**src/rtl/mlkem_seq_pkg.sv**
```systemverilog
`default_nettype none
// ============================================================================
// Module   : mlkem_seq_pkg
// Brief    : Opcodes, instruction field positions and FSM encoding for the
//            ML-KEM microcode sequencer.
// Revision : 1.0
// ============================================================================
package mlkem_seq_pkg;

  localparam logic [3:0] OP_NOP     = 4'h0;
  localparam logic [3:0] OP_EXEC    = 4'h1;
  localparam logic [3:0] OP_SETLOOP = 4'h2;
  localparam logic [3:0] OP_JNZ     = 4'h3;
  localparam logic [3:0] OP_END     = 4'hF;

  localparam int OP_HI  = 79;
  localparam int OP_LO  = 76;
  localparam int A_HI   = 75;
  localparam int A_LO   = 66;
  localparam int ARG_HI = 65;
  localparam int ARG_LO = 0;
  localparam int A_W    = A_HI - A_LO + 1;

  typedef enum logic [2:0] {
    ST_IDLE   = 3'd0,
    ST_FETCH  = 3'd1,
    ST_DECODE = 3'd2,
    ST_WAIT   = 3'd3,
    ST_FIN    = 3'd4
  } state_e;

endpackage
`default_nettype wire

```
**src/rtl/mlkem_seq_wdog.sv**
```systemverilog
`default_nettype none
// ============================================================================
// Module   : mlkem_seq_wdog
// Brief    : Loadable down-counter; expiry flag is high once the count that
//            was loaded has fully elapsed.
// Revision : 1.0
// ============================================================================
module mlkem_seq_wdog #(
  parameter int unsigned LIMIT = 65535
) (
  input  logic clk,
  input  logic rst,
  input  logic i_load,
  input  logic i_en,
  output logic o_expired
);

  localparam int W = $clog2(LIMIT + 1);

  logic [W-1:0] r_count;

  // Loaded with LIMIT-1 so that expiry is seen in the LIMIT-th enabled cycle.
  always_ff @(posedge clk or posedge rst) begin
    if (rst) begin
      r_count <= '0;
    end else if (i_load) begin
      r_count <= W'(LIMIT - 1);
    end else if (i_en && (r_count != '0)) begin
      r_count <= r_count - W'(1);
    end
  end

  assign o_expired = (r_count == '0);

endmodule
`default_nettype wire

```
**src/rtl/mlkem_prog_seq.sv**
```systemverilog
`default_nettype none
// ============================================================================
// Module   : mlkem_prog_seq
// Brief    : Microcode sequencer: fetches ROM words, launches datapath ops,
//            single-level hardware loops. WAIT watchdog with MLKEM_SEQ_TIMEOUT_EN.
// Revision : 1.0
// ============================================================================
module mlkem_prog_seq
  import mlkem_seq_pkg::*;
#(
  parameter int          INSTR_W     = 80,
  parameter int          ADDR_W      = 10,
  parameter int          ARG_W       = 66,
  parameter int unsigned TIMEOUT_CYC = 65535
) (
  input  logic               clk,
  input  logic               rst,
  input  logic               start,
  output logic               busy,
  output logic               done,
  output logic               error,
  output logic [ADDR_W-1:0]  rom_addr,
  input  logic [INSTR_W-1:0] rom_q,
  output logic               unit_start,
  output logic [ARG_W-1:0]   unit_arg,
  input  logic               unit_done
);

  state_e              r_state;
  logic [ADDR_W-1:0]   r_pc;
  logic [A_W-1:0]      r_cnt;

  logic [3:0]          w_op;
  logic [A_W-1:0]      w_a;
  logic [ARG_HI:ARG_LO] w_arg;
  logic                w_cnt_gt1;
  logic                w_adv;
  logic                w_stop;
  logic                w_bad;
  logic                w_wrap;
  logic                w_wd_expired;

  assign w_op      = rom_q[OP_HI:OP_LO];
  assign w_a       = rom_q[A_HI:A_LO];
  assign w_arg     = rom_q[ARG_HI:ARG_LO];
  assign w_cnt_gt1 = (r_cnt > A_W'(1));
  assign rom_addr  = r_pc;

`ifdef MLKEM_SEQ_TIMEOUT_EN
  mlkem_seq_wdog #(
    .LIMIT (TIMEOUT_CYC)
  ) u_wdog (
    .clk       (clk),
    .rst       (rst),
    .i_load    ((r_state == ST_DECODE) && (w_op == OP_EXEC)),
    .i_en      (r_state == ST_WAIT),
    .o_expired (w_wd_expired)
  );
`else
  logic w_unused_timeout;
  assign w_unused_timeout = ^TIMEOUT_CYC;
  assign w_wd_expired     = 1'b0;
`endif

  // w_adv requests pc+1; w_stop ends the program; w_bad marks an error ending.
  // The unit_start term rejects a unit_done that coincides with the launch pulse.
  always_comb begin
    w_adv  = 1'b0;
    w_stop = 1'b0;
    w_bad  = 1'b0;
    case (r_state)
      ST_DECODE: begin
        case (w_op)
          OP_NOP, OP_SETLOOP: w_adv = 1'b1;
          OP_JNZ:             w_adv = !w_cnt_gt1;
          OP_EXEC:            w_adv = 1'b0;
          OP_END:             w_stop = 1'b1;
          default: begin
            w_stop = 1'b1;
            w_bad  = 1'b1;
          end
        endcase
      end
      ST_WAIT: begin
        if (unit_done && !unit_start) begin
          w_adv = 1'b1;
        end else if (w_wd_expired) begin
          w_stop = 1'b1;
          w_bad  = 1'b1;
        end
      end
      default: w_adv = 1'b0;
    endcase
    w_wrap = w_adv && (&r_pc);
  end

  always_ff @(posedge clk or posedge rst) begin
    if (rst) begin
      r_state    <= ST_IDLE;
      r_pc       <= '0;
      r_cnt      <= '0;
      busy       <= 1'b0;
      done       <= 1'b0;
      error      <= 1'b0;
      unit_start <= 1'b0;
      unit_arg   <= '0;
    end else begin
      unit_start <= 1'b0;
      done       <= 1'b0;
      case (r_state)
        ST_IDLE: begin
          if (start) begin
            r_pc    <= '0;
            error   <= 1'b0;
            busy    <= 1'b1;
            r_state <= ST_FETCH;
          end
        end
        ST_FETCH: r_state <= ST_DECODE;
        ST_DECODE: begin
          if (w_op == OP_EXEC) begin
            unit_arg   <= ARG_W'(w_arg);
            unit_start <= 1'b1;
            r_state    <= ST_WAIT;
          end
          if (w_op == OP_SETLOOP) begin
            r_cnt <= (w_a == '0) ? A_W'(1) : w_a;
          end
          if (w_op == OP_JNZ) begin
            if (w_cnt_gt1) begin
              r_cnt   <= r_cnt - A_W'(1);
              r_pc    <= ADDR_W'(w_a);
              r_state <= ST_FETCH;
            end else begin
              r_cnt <= '0;
            end
          end
        end
        ST_WAIT: r_state <= ST_WAIT;
        ST_FIN:  r_state <= ST_IDLE;
        default: r_state <= ST_IDLE;
      endcase

      // pc never wraps: stepping past the last ROM word ends in error instead.
      if (w_adv && !w_wrap) begin
        r_pc    <= r_pc + ADDR_W'(1);
        r_state <= ST_FETCH;
      end
      if (w_stop || w_wrap) begin
        busy    <= 1'b0;
        done    <= 1'b1;
        r_state <= ST_FIN;
      end
      if (w_bad || w_wrap) begin
        error <= 1'b1;
      end
    end
  end

endmodule
`default_nettype wire

```
**config.mk**
```make
export PLATFORM = sky130hd
export DESIGN_NAME = mlkem_prog_seq
export DESIGN_NICKNAME = d
export VERILOG_FILES = /design/src/rtl/mlkem_seq_pkg.sv /design/src/rtl/mlkem_seq_wdog.sv /design/src/rtl/mlkem_prog_seq.sv
export SDC_FILE = /design/constraint.sdc
export NUM_CORES = 1
export LEC_CHECK = 0
export ABC_CLOCK_PERIOD_IN_PS = 8900
export BUFFER_PORTS_ARGS = -buffer_cell sky130_fd_sc_hd__buf_4
export CORE_MARGIN = 4
export CORE_UTILIZATION = 53
export DETAILED_ROUTE_END_ITERATION = 8
export HOLD_SLACK_MARGIN = 0.12
export PLACE_DENSITY = 0.9
export SETUP_SLACK_MARGIN = 0.5
export SYNTH_ARGS = -nofsm -noshare
export SYNTH_HDL_FRONTEND = slang
export SYNTH_SLANG_ARGS = --single-unit
```
**constraint.sdc**
```tcl
create_clock -name clk -period 8.9 [get_ports clk]
set_input_delay 1.78 -clock clk [delete_from_list [all_inputs] [get_ports clk]]
set_output_delay 1.78 -clock clk [all_outputs]
set_load 0.1 [all_outputs]
```
==> results of run 1 <==
[stage by stage]
stage | setup WS (ps) | hold WS [ps] | area, µm² | util, %
CTS | 5420 | 517 | 5740 | 74.0
global route | 5150 | 528 | 5740 | 74.0
global placement | 5120 | 489 | 5500 | 70.8
detailed placement | 5050 | 494 | 5500 | 70.8
floorplan | 4700 | 496 | 4240 | -
finish | 5350 | 515 | 5740 | 74.0
[final timing paths]
path,from,end,slack [ps],cells past startpoint
setup / recovery,rom_q[78],rom_addr[1],5350,6
hold / removal,unit_arg[51],unit_arg[51],520,1
setup reg to reg,r_state[2],rom_addr[1],6290,5
hold reg to reg,unit_arg[51],unit_arg[51],520,1
max in group asynchronous,rst,r_cnt[0],6270,3
min in group asynchronous,rst,unit_arg[19],1510,2
[synthesized netlist by cell type, types with 2 or more instances]
master,instances
a31oi_1,4
a311oi_1,4
a22oi_1,4
buf_2,3
nor4_4,2
nand3_1,6
nand2_1,11
buf_6,6
o311a_2,2
and4_1,3
or2_2,2
o21ai_0,16
a21oi_1,11
nor2b_1,2
nand2b_1,2
nor3_1,7
mux2_2,66
dfrtp_1,93
a32oi_1,5
o211ai_1,2
nor2_1,13
a22o_1,3
nand4_2,2
clkbuf_1,6
nand3b_1,2
nand4_1,3
ha_1,3
inv_1,11
a31o_2,2
nor4_1,3
and3_1,3
[layout by cell type, fill, tap and decap left out, drive strengths merged, types with 3 or more instances in the layout]
master	count
a21oi	11
a22o	3
a22oi	4
a311oi	4
a31oi	5
a32oi	5
and3	4
and4	3
buf	166
bufinv	3
clkbuf	10
dfrtp	93
ha	3
inv	12
mux2	67
nand2	12
nand3	6
nand4	5
nor2	13
nor3	8
nor4	5
o211ai	3
o21ai	17
[layout make-up]
type	count	area, µm²	area share (%)
Multi-Input combinational cell	209	1760	30.6
Tap cell	102	128	2.22
Sequential cell	93	2330	40.5
Timing Repair Buffer	166	1250	21.7
Clock buffer	10	128	2.22
Inverter	11	42.5	0.741
Clock inverter	6	118	2.05
[registers in the layout (all words and copies together) (netlist names)]
register    flops
unit_arg       66
busy            1
r_state         3
rom_addr       10
r_cnt          10
error           1
unit_start      1
done            1
[logic make-up after synthesis]
kind of cell    synth area share (%)
buf+inv                         3.81
fa+ha+maj                      0.885
xor+xnor                       0.207
mux                             17.9
compound gates                  11.9
flops                           54.9
simple gates                    10.4
[per-layer routing]
| metal | wire [µm] | vias to the layer above | part of all wire [%] | GRT usage, % |
|---|---|---|---|---|
| li1 | - | 1543 | - | - |
| met1 | 3990 | 1654 | 36 | 26.3 |
| met2 | 5860 | 149 | 53 | 41.6 |
| met3 | 1070 | 20 | 9.6 | 9.05 |
| met4 | 229 | 0 | 2.1 | 7.56 |
| met5 | 0 | - | 0 | 0 |
==> metrics.txt, run 1 <==
status finished clean; final non-filler cell total 597; # setup viols final 0; CTS clock-pin slew for the worst setup and hold paths 100 ps; DP HPWL 8.40 mm; Req. time, crit path 9130 ps; # clock sinks 93; final worst-path cycle share 39.9%; cell taking the most area after synthesis dfrtp_1; CTS root buffer clkbuf_8; largest net degree at the start of global routing 68; normalized max-slew margin 38.8%; Area growth syn-to-layout 35.4%; Hold Crit Class reg -> reg; post-CTS setup buffers 0; row count 32; Worst-Skew Late Latency 350 ps; Crit-path slowest cell nand4bb_1; Die Y 97.5 µm; DR DRC count 0; Post-Syn Nets 417; post-cts resize count 0; Max Freq 282 MHz; Final nets 577; syn_area_per_cell 12.9 µm²; hold buffers post-CTS 0; antenna violations before repair 0; number of flops mapped to enable cells by yosys 0; Filler cells 521; vias in the first global route 3666; CTS tree built; FFs w/ async S/R, synth 100%; worst-path cell chain buf_4 -> nand4bb_1 -> a31o_2 -> o21ai_2 -> o21ai_0 -> mux2_4; final WL 11.2 mm; IO buf count 163; flops & latches, synth 93; Synth area leaders dfrtp_1, mux2_2, o21ai_0, buf_6, a21oi_1; Vias/cell 5.64; arrival time at the worst endpoint 3780 ps; GPL Wtd Cong 0.899; IO Count 164; CP max FO 13; core area 7770 µm²; CTS Buffer Depth 2; synthesized instance count 330; Worst Tran Pin Value 915 ps; via count 3366; Routed WL per cell 18.7 µm; prevailing post-synth register cell dfrtp_1; top-area cell type share of the netlist area 54.9%; RSZ-0062 raised after global routing no; max_cap viols 0; fin. max-slew vios 0; TritonCTS Buffers 9; Max H-tree Level 3; Final TNS setup 0 ps; initial DRC count 170; Ys Warns 0; CP max stage delay 530 ps; Die Width 97.5 µm; clock skew 9.41 ps; fraction of layout cells with a size suffix above 1 54.9%; crit path launch type input port; crit path kind in -> reg; starting density of the core 54.6%; Detail Route Antenna Nets 0; Distinct cells, synth 59; Synth Cell Area 4240 µm²; Final Hold Vio Count 0; total grt overflow 0; first-pass GRT wire length 18.1 mm; min Tclk post-route 3550 ps; Buf/Inv on CP 1; Pre-antenna DRT Iters 5; placed insts 581; n_diodes 0; crit path capture type register; GRT Overall Usage 23.6%; DIE AREA 9500 µm²; CP delay by family, top compound AO/OA/AOI/OAI gates; sequential area share after synthesis 54.9%
Power of run 1 is left out: the tool's default activity adds up to more than one toggle a clock period on the data nets, which glitch-free logic cannot reach.
==> run 2, diff against run 1 <==
ABC_CLOCK_PERIOD_IN_PS = 3150   (was 8900)
CORE_UTILIZATION = 44   (was 53)
PLACE_DENSITY = 0.8   (was 0.9)
clock period = 3.15 ns   (was 8.9 ns; I/O delays follow)
==> run 2 against run 1 <==
Setup slack lost 4600 ps. First-iteration DRC count fell by 0.59%. Cell area up 0.91%. Sequential share of layout area shrank 0.37 points. Flip-flop and latch count unchanged. Clock skew grew 11 ps. Non-clock buffer count increased by 6. Critical path type is now reg -> reg. Largest cell class unchanged.
==> metrics.txt, run 2 (synthesized netlist as in run 1, its figures left out) <==
largest net degree at the start of global routing 38 (-44%); Detail Route Antenna Nets 0 (unchanged); vias in the first global route 3514 (-4.1%); final worst-path cycle share 75.4%; Max Freq 421 MHz; Final Hold Slack 283 ps (-232 ps); Largest Register unit_arg; via count 3403 (+1.1%); CTS Buffer Depth 2 (unchanged); post-cts resize count 0 (unchanged); most frequent cells in the layout buf_4, dfrtp_1, mux2_2; Die Y 106 µm (+9.0%); Die Width 106 µm (+9.0%); fin. max-slew vios 0 (unchanged); antenna violations before repair 0 (unchanged); reg2reg start r_cnt[0]; Worst-Skew Late Latency 360 ps (about the same); CTS clock-pin slew for the worst setup and hold paths 90 ps (about the same); final WL 10.9 mm (-2.6%); beginning of the critical path r_cnt[0]; fraction of layout cells with a size suffix above 1 55.5% (+0.54 points); CTS root buffer clkbuf_8; CP max FO 12 (-1); min Tclk post-route 2380 ps; max_cap viols 0 (unchanged); first-pass GRT wire length 17.5 mm (-3.4%); Max H-tree Level 3 (unchanged); arrival time at the worst endpoint 2610 ps (-1170 ps); Place WS 750 ps (-4300 ps); DR DRC count 0 (unchanged); CTS tree built; Final nets 583 (+1.0%); IO Count 164 (unchanged); Routed WL per cell 17.2 µm (-7.7%); Area growth syn-to-layout 36.7%; internal reg-to-reg setup slack 770 ps (-5520 ps); Crit-path slowest cell o21ai_2; CP max stage delay 420 ps (-110 ps); crit path kind reg -> reg; RSZ-0062 raised after global routing no; Hold Crit Class in -> async; max reg flops 66 (unchanged); # setup viols final 0 (unchanged); Req. time, crit path 3390 ps (-5740 ps); n_diodes 0 (unchanged); Vias/cell 5.40 (-4.2%); initial DRC count 169 (-0.59%); TritonCTS Buffers 9 (unchanged); Setup WS post-layout 773 ps (-4580 ps); # clock sinks 93 (unchanged); Buf/Inv on CP 1 (unchanged); commonest non-fill, non-tap cell in the layout buf_4; normalized max-slew margin 62.8% (+24 points); GRT Overall Usage 19.3% (-4.3 points); IO buf count 163 (unchanged); Final Hold Vio Count 0 (unchanged); DIE AREA 11300 µm² (+19%); GPL Wtd Cong 0.907 (+0.93%); clock skew 20.2 ps (+10.8 ps); Pre-antenna DRT Iters 4 (-1); FF-to-FF End rom_addr[1]; worst-path cell chain inv_1 -> ha_1 -> or2_2 -> a31o_2 -> o21ai_2 -> o21ai_0 -> mux2_4; post-CTS setup buffers 0 (unchanged); starting density of the core 45.5% (-9.1 points); DP HPWL 8.41 mm (+0.16%); total grt overflow 0 (unchanged); Worst Tran Pin Value 550 ps (-365 ps); row count 35 (+9.4%); Final TNS setup 0 ps (unchanged); crit path capture type register; status finished clean; hold buffers post-CTS 0 (unchanged); crit path launch type register; core area 9330 µm² (+20%); r2r worst-path depth 7 (+2); CP delay by family, top compound AO/OA/AOI/OAI gates
==> run 2: cell count changes in the layout (fill, tap and decap cells not counted) <==
cell	previous run	this run
buf_4	166	171
bufinv_16	3	1
buf_12	0	1
inv_6	1	3
clkinv_4	0	1
clkinv_2	1	0
==> run 2: worst max path at each step <==
stage	to	slack, ps	cells after the start
2_1_floorplan	rom_addr[1]	670	6
3_3_place_gp	rom_addr[1]	830	7
3_5_place_dp	rom_addr[1]	750	7
4_1_cts	rom_addr[1]	810	7
5_1_grt	rom_addr[1]	630	7
6_report	rom_addr[1]	770	7
==> run 2: layer usage <==
layer	global-route usage [%]	share of wire [%]	up-vias
met5	0	0	-
met4	5.46	2.0	0
met3	6.80	7.5	21
met2	33.4	53	140
met1	22.6	37	1677
li1	-	-	1565
==> run 2: area by class of cell <==
type                       count  area (µm²)
tap                          129         161
inverter                      11        45.0
clock buffer                  10         128
clock inverter                 6        76.3
sequential                    93        2330
fill                         784        3530
timing repair buffer         172        1300
multi-input combinational    209        1760
==> run 2: per-stage QoR <==
step / util (%) / area [µm²] / instances
after global routing: 62.1 / 5800 / 630
after CTS: 62.1 / 5800 / 630
after global placement: 60.0 / 5590 / 614
after floorplan: - / 4250 / 330
final: 62.1 / 5800 / 630
after detailed placement: 60.0 / 5590 / 614
Power of run 2 is left out for the same reason.
